### src/rtl/one_wire_slave.sv
// 1-Wire responder PHY: reset/presence, write-slot decode, read-slot answer.
// Optional OW_GLITCH_FILTER_EN adds a 3-sample majority filter on the bus.
module one_wire_slave #(
  parameter int CLKS_PER_US  = 50,
  parameter int RST_MIN_US   = 400,
  parameter int PRES_WAIT_US = 30,
  parameter int PRES_LEN_US  = 120,
  parameter int SAMPLE_US    = 30,
  parameter int RD0_HOLD_US  = 30
) (
  input  logic       clk,
  input  logic       rst_n,
  input  logic       ow_i,
  output logic       ow_drive_o,
  output logic [7:0] rx_data_o,
  output logic       rx_valid_o,
  input  logic [7:0] tx_data_i,
  input  logic       tx_load_i,
  output logic       tx_ready_o,
  output logic       bus_reset_o,
  output logic       busy_o
);

  localparam int RST_CYC = RST_MIN_US * CLKS_PER_US;
  localparam int TW      = $clog2(RST_CYC + 1);

  localparam logic [TW-1:0] T_SAT = TW'(RST_CYC);
  localparam logic [TW-1:0] T_RST = TW'(RST_CYC - 1);
  localparam logic [TW-1:0] T_PW  = TW'(PRES_WAIT_US * CLKS_PER_US - 1);
  localparam logic [TW-1:0] T_PL  = TW'(PRES_LEN_US * CLKS_PER_US - 1);
  localparam logic [TW-1:0] T_SMP = TW'(SAMPLE_US * CLKS_PER_US - 1);
  localparam logic [TW-1:0] T_RD0 = TW'(RD0_HOLD_US * CLKS_PER_US - 1);

  typedef enum logic [2:0] {
    S_IDLE,
    S_SLOT,
    S_RECOVER,
    S_RST_LOW,
    S_PRES_WAIT,
    S_PRES_DRIVE
  } state_t;

  state_t          r_state;
  state_t          w_state_nxt;
  logic [1:0]      r_sync;
  logic            r_prev;
  logic [TW-1:0]   r_tmr;
  logic            r_drive;
  logic [2:0]      r_bitcnt;
  logic [7:0]      r_rx_sh;
  logic [7:0]      r_rx_data;
  logic            r_rx_valid;
  logic [7:0]      r_tx_sh;
  logic            r_tx_pend;
  logic            r_tx_mode;
  logic            r_bus_rst;

  logic            w_line;
  logic            w_fall;
  logic            w_rise;
  logic            w_rst_det;
  logic            w_tmr_clr;
  logic            w_drive_nxt;
  logic            w_sample;
  logic            w_bit_done;
  logic            w_bus_rst;
  logic            w_tx_now;
  logic            w_tx_bit;
  logic            w_pres;

  always_ff @(posedge clk or negedge rst_n) begin
    if (!rst_n) begin
      r_sync <= 2'b11;
    end else begin
      r_sync <= {r_sync[0], ow_i};
    end
  end

`ifdef OW_GLITCH_FILTER_EN
  logic [1:0] r_hist;
  logic       r_filt;

  always_ff @(posedge clk or negedge rst_n) begin
    if (!rst_n) begin
      r_hist <= 2'b11;
      r_filt <= 1'b1;
    end else begin
      r_hist <= {r_hist[0], r_sync[1]};
      r_filt <= (r_sync[1] & r_hist[0]) |
                (r_sync[1] & r_hist[1]) |
                (r_hist[0] & r_hist[1]);
    end
  end

  assign w_line = r_filt;
`else
  assign w_line = r_sync[1];
`endif

  assign w_fall   = r_prev & ~w_line;
  assign w_rise   = ~r_prev & w_line;
  assign w_pres   = (r_state == S_PRES_WAIT) ||
                    (r_state == S_PRES_DRIVE);
  assign w_tx_now = (r_bitcnt == 3'd0) ? r_tx_pend : r_tx_mode;
  assign w_tx_bit = r_tx_sh[r_bitcnt];

  // Own drive pulls the line low, so it must never look like a master reset.
  assign w_rst_det = (r_state != S_RST_LOW) && !r_drive &&
                     !w_line && !w_fall && (r_tmr >= T_RST);

  always_comb begin
    w_state_nxt = r_state;
    w_drive_nxt = r_drive;
    w_tmr_clr   = w_fall && !r_drive && !w_pres;
    w_sample    = 1'b0;
    w_bit_done  = 1'b0;
    w_bus_rst   = 1'b0;
    if (w_rst_det) begin
      w_state_nxt = S_RST_LOW;
      w_drive_nxt = 1'b0;
    end else begin
      unique case (r_state)
        S_IDLE: begin
          if (w_fall) begin
            w_state_nxt = S_SLOT;
            w_drive_nxt = w_tx_now & ~w_tx_bit;
          end
        end
        S_SLOT: begin
          if (r_tx_mode ? (r_tmr >= T_RD0) : (r_tmr >= T_SMP)) begin
            w_state_nxt = S_RECOVER;
            w_drive_nxt = 1'b0;
            w_sample    = ~r_tx_mode;
          end
        end
        S_RECOVER: begin
          if (w_line) begin
            w_state_nxt = S_IDLE;
            w_bit_done  = 1'b1;
          end
        end
        S_RST_LOW: begin
          w_drive_nxt = 1'b0;
          if (w_rise) begin
            w_state_nxt = S_PRES_WAIT;
            w_bus_rst   = 1'b1;
            w_tmr_clr   = 1'b1;
          end
        end
        S_PRES_WAIT: begin
          if (r_tmr >= T_PW) begin
            w_state_nxt = S_PRES_DRIVE;
            w_drive_nxt = 1'b1;
            w_tmr_clr   = 1'b1;
          end
        end
        S_PRES_DRIVE: begin
          if (r_tmr >= T_PL) begin
            w_state_nxt = S_IDLE;
            w_drive_nxt = 1'b0;
          end
        end
        default: begin
          w_state_nxt = S_IDLE;
          w_drive_nxt = 1'b0;
        end
      endcase
    end
  end

  always_ff @(posedge clk or negedge rst_n) begin
    if (!rst_n) begin
      r_state <= S_IDLE;
    end else begin
      r_state <= w_state_nxt;
    end
  end

  always_ff @(posedge clk or negedge rst_n) begin
    if (!rst_n) begin
      r_prev     <= 1'b1;
      r_tmr      <= '0;
      r_drive    <= 1'b0;
      r_bitcnt   <= 3'd0;
      r_rx_sh    <= 8'h00;
      r_rx_data  <= 8'h00;
      r_rx_valid <= 1'b0;
      r_tx_sh    <= 8'h00;
      r_tx_pend  <= 1'b0;
      r_tx_mode  <= 1'b0;
      r_bus_rst  <= 1'b0;
    end else begin
      r_prev     <= w_line;
      r_drive    <= w_drive_nxt;
      r_bus_rst  <= w_bus_rst;
      r_rx_valid <= 1'b0;
      if (w_tmr_clr) begin
        r_tmr <= '0;
      end else if (r_tmr != T_SAT) begin
        r_tmr <= r_tmr + 1'b1;
      end
      if (w_rst_det) begin
        r_bitcnt  <= 3'd0;
        r_rx_sh   <= 8'h00;
        r_tx_pend <= 1'b0;
      end else begin
        if (tx_load_i && !r_tx_pend) begin
          r_tx_sh   <= tx_data_i;
          r_tx_pend <= 1'b1;
        end
        // Byte direction is frozen at the first slot of each byte.
        if (r_state == S_IDLE && w_fall && r_bitcnt == 3'd0) begin
          r_tx_mode <= r_tx_pend;
        end
        if (w_sample) begin
          r_rx_sh[r_bitcnt] <= w_line;
        end
        if (w_bit_done) begin
          r_bitcnt <= r_bitcnt + 3'd1;
          if (r_bitcnt == 3'd7) begin
            if (r_tx_mode) begin
              r_tx_pend <= 1'b0;
            end else begin
              r_rx_data  <= r_rx_sh;
              r_rx_valid <= 1'b1;
            end
          end
        end
      end
    end
  end

  assign ow_drive_o  = r_drive;
  assign rx_data_o   = r_rx_data;
  assign rx_valid_o  = r_rx_valid;
  assign tx_ready_o  = ~r_tx_pend;
  assign bus_reset_o = r_bus_rst;
  assign busy_o      = (r_state != S_IDLE);

endmodule

### config.mk
export PLATFORM = sky130hd
export DESIGN_NAME = one_wire_slave
export DESIGN_NICKNAME = d
export VERILOG_FILES = /design/src/rtl/one_wire_slave.sv
export SDC_FILE = /design/constraint.sdc
export NUM_CORES = 1
export LEC_CHECK = 0
export ABC_AREA = 1
export CAP_MARGIN = 20
export CORE_MARGIN = 2
export CORE_UTILIZATION = 45
export DETAILED_ROUTE_END_ITERATION = 7
export HOLD_SLACK_MARGIN = 0.08
export PLACE_DENSITY = 0.66
export SYNTH_ARGS = -nofsm -noshare
export SYNTH_HDL_FRONTEND = slang
export SYNTH_SLANG_ARGS = --single-unit
### constraint.sdc
create_clock -name clk -period 1.6 [get_ports clk]
set_input_delay 0.16 -clock clk [delete_from_list [all_inputs] [get_ports clk]]
set_output_delay 0.16 -clock clk [all_outputs]
set_load 0.02 [all_outputs]
# Word-level counts from Yosys, hierarchy flattened
# Cells that the tools add are included.
# word_totals
reg_bits	53
elab_cells	119
# op_classes
addsub	2
magnitude_cmp	5
eq_ne	15
n_mux	48
bitwise_logic	9
reduce_logical	27
# op_table
operator	n
$mux 15	2
$mux 1	29
$mux 3	9
$pmux 3 s6	1
$mux 8	2
$add 15x1->15 const B	1
$ge 15x11->1 const B	1
$ge 15x13->1 const B	1
$ge 15x15->1 const B	1
$ne 15x15->1 const B	1
$ne 3x3->1 const B	4
$logic_and 1x1->1	10
$eq 3x3->1 const B	3
$ne 3x2->1 const B	3
$bwmux 8	1
$eq 3x2->1 const B	2
$logic_not 3->1	2
$not 1->1	6
$reduce_and 6->1	1
$reduce_bool 2->1	3
$logic_not 1->1	5
$pmux 1 s5	1
$reduce_and 5->1	1
$lt 3x4->1 const B	1
12 further kinds	15

# Logic depth before layout (Yosys ltp)
# logic_depth
depth_word	8
ltp_mapped	13
ltp_nobuf	13

# Worst setup path after synthesis
# OpenSTA, ideal clock, no wires.
# synth_path
path_kind	register -> register
from	reg r_tmr[0]
to	reg r_tmr[9]
setup_ps	125
arrival_time_ps	1471
required_ps	1475
path_slack_ps	4
stages_incl_launch_ff	11
n_path_buf	1
synth_period_minus_slack_ps	1596
path_cell_list	dfrtp_1 ha_1 nand3_1 nor2_1 nand2_1 nand3_2 nand2_4 nand4_4 nand2_4 buf_6 nor3_2
# synth_via
elab_chain_cells	5
# synth_lines
item	line_no	rtl
start, declared	47	logic [TW-1:0] r_tmr;
start signal, assigned	200	r_tmr <= r_tmr + 1'b1;
$ge 15x11->1	151	if (r_tmr >= T_PW) begin
$mux 1	151	
$pmux 1 s2	122	unique case (r_state)
$mux 1	118	if (w_rst_det) begin
$mux 15 or $reduce_bool 2->1 (tied branches)	-	
# Parallel ways exist; a longest one is shown, timed or not. The select of a mux whose other input is x is not followed.
# A chain may end at the register's enable or synchronous reset.

# Worst setup path in the final report
# layout_path
from	reg r_tmr[11]
to	reg r_state[0]
# layout_via
elab_chain_cells	4
# layout_lines
item	line_no	rtl
$ge 15x15->1	109	!w_line && !w_fall && (r_tmr >= T_RST);
$logic_and 1x1->1	109	
$ne 3x3->1 (no line) or $ne 3x2->1 (tied branches)	-	
$reduce_and 6->1 (no line)	-	
end signal, assigned	175	r_state <= w_state_nxt;
end, declared	43	state_t r_state;
# Parallel ways exist; a longest one is shown, timed or not.

==> metrics.csv <==
stage,metric,value,unit
drt,wl_per_cell,14.86,um
synthesis,synth-seq-area-share,45.84,%
global_routing,antenna_found_initial,0,
drt,routed_via_density,5.317,
pwr,irDropWorstVdd,0.7690,mV
outcome,violations,setup timing,
flow_run,maxCapViolCount,0,
critical_path,crit_family,simple AND/OR/NAND/NOR gates,
final_layout,antennaDiodeCount,0,
global_routing,grt_pass1_vias,2525,
place,gp_congestion,0.9460,
worst_hold_path,min_delay_path_depth,1,
critical_path,endpoint_kind,register,
worst_hold_path,worstHoldEndpoint,r_sync[0]$_DFF_PN1_,
sta,finalMaxSlewViolations,0,
sta,final-setup-viol-count,36,
critical_path,timing.rr.start,r_tmr[11]$_DFFE_PN0P_,
critical_path,slowest_stage,dfrtp_2,
drt,drc,0,
die,die_h,84.30,um
final_layout,final_area,4223,um2
clock_tree,cts_tree,done,
clock_tree,cts_buffers,5,
drt,vias,2834,
clock_tree,clk_path_buf_depth,2,
final_layout,layout-area-overhead-vs-synth,45.54,%
final_layout,multi_input_comb_area,1770,um2
die,core_area,6277,um2
synthesis,syn_nets,385,
final_layout,nNetsFinal,472,
synthesis,syn_area,2902,um2
worst_hold_path,min_from,ow_i,
pwr,total_leakage_power,1.915,nW
worst_hold_path,hp-class,input pin to register,
place,io_buffers,24,
global_routing,grt_usage,19.73,%
die,rows,29,
drt,drtAntennaViolNets,0,
sta,setup_slack,-0.2391,ns
global_routing,grt_pass1_wl,11.55,mm
sta,worst_slew_pin_slew,0.4794,ns
drt,drt-initial-drc-count,161,
sta,fin_crit,1.839,ns
sta,rsz0062_at_grt,yes,
die,die_w,84.30,um
sta,fmax,0.5437,GHz
critical_path,r2r_end,r_state[0]$_DFFE_PN0P_,
critical_path,critPathMostFrequentCell,nand2_1,
critical_path,cpPeakStageDelay,0.47,ns
global_routing,grt_max_degree,54,
clock_tree,clock_latency,0.32,ns
clock_tree,clk_pin_slew_worst_paths,0.10,ns
drt,wl,7.920,mm
global_routing,gr-total-overflow,0,
sta,fin_skew,0.005314,ns
synthesis,synth_warnings,0,
critical_path,crit_required,1.82,ns
clock_tree,htreeDepth,2,
final_layout,fillers,471,
synthesis,syn_inst,368,
place,dp_hpwl,4.612,mm
critical_path,rr_worst_depth,11,
final_layout,regArea,1343,um2
die,die_area,7106,um2
die,pin_count,25,
drt,dr.pass1.iters,4,
synthesis,synth-seq-cells,53,
die,start_util,46.22,%
critical_path,cp_num_buf_inv,2,
critical_path,worstSetupStartpointType,register,
final_layout,drive_above_1_share,40.79,%
critical_path,worstPathCellList,nor2_1 -> nand2_1 -> nor2_4 -> nand2_2 -> nand4_1 -> buf_4 -> nand2_4 -> inv_2 -> nand4_1 -> nand2_1 -> nand2_1,
sta,hold_violations,0,
sta,slew_headroom,68.04,%
critical_path,critical_path_arrival,2.06,ns
clock_tree,cts_root_buf,clkbuf_8,
synthesis,synth.avg_cell_area,7.885,um2
clock_tree,cts_sinks,53,
outcome,outcome,finished with violations,
place,placed_area,3476,um2
pwr,p_per_area,1052,nW/um2
critical_path,crit_path_max_fanout,5,
critical_path,path_class,register to register,
critical_path,rrSetupSlack,-0.24,ns
synthesis,ys_types,33,
place,place_ws,-0.1371,ns
sta,timing.final.crit_share,114.9,%
[worst register-to-register path: stages, from the launching register on]
cell and delay (ns):
dfrtp_2 0.47, nor2_1 0.13, nand2_1 0.10, nor2_4 0.15, nand2_2 0.09, nand4_1 0.21
buf_4 0.17, nand2_4 0.06, inv_2 0.07, nand4_1 0.13, nand2_1 0.11, nand2_1 0.05
[area by class of cell]
class | count | share of cell area [%]
Multi-Input combinational cell | 258 | 41.93
Clock buffer | 5 | 1.630
Timing Repair Buffer | 80 | 16.74
Tap cell | 77 | 2.281
Clock inverter | 3 | 0.5037
Inverter | 57 | 5.126
Sequential cell | 53 | 31.79
[logic make-up after synthesis]
logic type	share of synthesized area, %
flip-flops	45.84
buffers and inverters	8.494
XOR/XNOR	1.509
adder cells (fa/ha/maj)	2.156
AND/OR/NAND/NOR	31.57
AO/OA/AOI/OAI	10.44
[where the power goes]
| part | switching, W | internal, W | leakage, nW |
|---|---|---|---|
| clock network | 0.000473 | 0.000312 | 0.0445 |
| logic | 0.00115 | 0.000824 | 1.21 |
| registers | 0.000177 | 0.00151 | 0.664 |
| total | 0.00180 | 0.00264 | 1.91 |
[Yosys cell counts]
cell type	n	area [um2]
nand2_1	72	270.3
inv_1	54	202.7
nor2_1	52	195.2
dfrtp_1	50	1251
o21ai_0	24	120.1
nand3_1	23	115.1
a21oi_1	13	65.06
o22ai_1	12	75.07
nor2_2	11	68.82
nor3_1	8	40.04
ha_1	5	62.56
xor2_1	5	43.79
nand3_2	4	40.04
nand4_1	4	25.02
nor3_2	4	40.04
a31oi_1	3	18.77
dfstp_2	3	78.83
inv_2	3	11.26
buf_6	2	22.52
nand2_2	2	12.51
nand2_4	2	22.52
a211oi_1	1	7.510
a21oi_2	1	8.760
and3_1	1	6.260
buf_2	1	5.000
clkbuf_2	1	5.000
nand3_4	1	17.52
nand3b_1	1	7.510
nand4_4	1	21.27
nor4_1	1	6.260
nor4_4	1	21.27
o21bai_1	1	7.510
or2_2	1	6.260
[cells in the final DEF (no fill, tap or decap), types with 11 or more instances in the layout]
| master | synthesis | final |
|---|---|---|
| nand3_1 | 23 | 14 |
| nand3_2 | 4 | 11 |
| inv_1 | 54 | 44 |
| inv_2 | 3 | 12 |
| buf_4 | 0 | 44 |
| dfrtp_1 | 50 | 40 |
| a21oi_1 | 13 | 12 |
| o21ai_0 | 24 | 17 |
| nand2_1 | 72 | 57 |
| nand2_2 | 2 | 13 |
| clkdlybuf4s50_1 | 0 | 20 |
| nor2_2 | 11 | 24 |
| nor2_1 | 52 | 31 |
[registers in the layout, summed over array words and instances, names as in the netlist]
name	flops
r_tx_sh	8
r_bitcnt	3
r_rx_sh	8
rx_data_o	8
r_tx_pend	1
ow_drive_o	1
rx_valid_o	1
r_sync	2
r_tmr	15
r_state	3
r_tx_mode	1
r_prev	1
bus_reset_o	1
[timing repair]
item	4_1_cts	5_1_grt
endpoints found under the hold margin	50	0
setup endpoints to repair	37	48
buffers inserted	5	14
pin swaps	1	36
hold buffers	1	0
resized for setup	29	102
gates cloned	2	3
[worst max path at each step]
| stage | cells past startpoint | endpoint | startpoint |
|---|---|---|---|
| after floorplan | 10 | r_tmr[9]$_DFFE_PN0P_ | r_tmr[0]$_DFFE_PN0P_ |
| after CTS | 7 | r_tmr[2]$_DFFE_PN0P_ | r_tmr[11]$_DFFE_PN0P_ |
| after detailed placement | 7 | r_tmr[7]$_DFFE_PN0P_ | r_tmr[10]$_DFFE_PN0P_ |
| final | 11 | r_state[0]$_DFFE_PN0P_ | r_tmr[11]$_DFFE_PN0P_ |
| after global placement | 9 | r_tmr[2]$_DFFE_PN0P_ | r_tmr[1]$_DFFE_PN0P_ |
| after global routing | 12 | r_state[0]$_DFFE_PN0P_ | r_tmr[10]$_DFFE_PN0P_ |
[metal layers]
| metal | up-vias | part of all wire (%) | global-route usage [%] |
|---|---|---|---|
| met1 | 1388 | 44 | 28.52 |
| met2 | 67 | 50 | 31.46 |
| met5 | - | 0 | 0 |
| li1 | 1367 | - | - |
| met3 | 12 | 3.6 | 3.245 |
| met4 | 0 | 2.1 | 4.399 |
[per-stage QoR]
stage | hold slack [ns] | total power (W) | cells | utilization (%) | TNS [ns]
floorplan | -0.1356 | 0.002589 | 368 | - | 0
global placement | 0.1805 | 0.003110 | 500 | 55.37 | -1.424
detailed placement | 0.1774 | 0.003130 | 500 | 55.37 | -2.180
CTS | 0.2588 | 0.004039 | 516 | 59.42 | -0.2389
global route | 0.2616 | 0.004741 | 533 | 67.27 | -5.234
finish | 0.2644 | 0.004441 | 533 | 67.27 | -2.622
(Power assumes the default switching activity.)
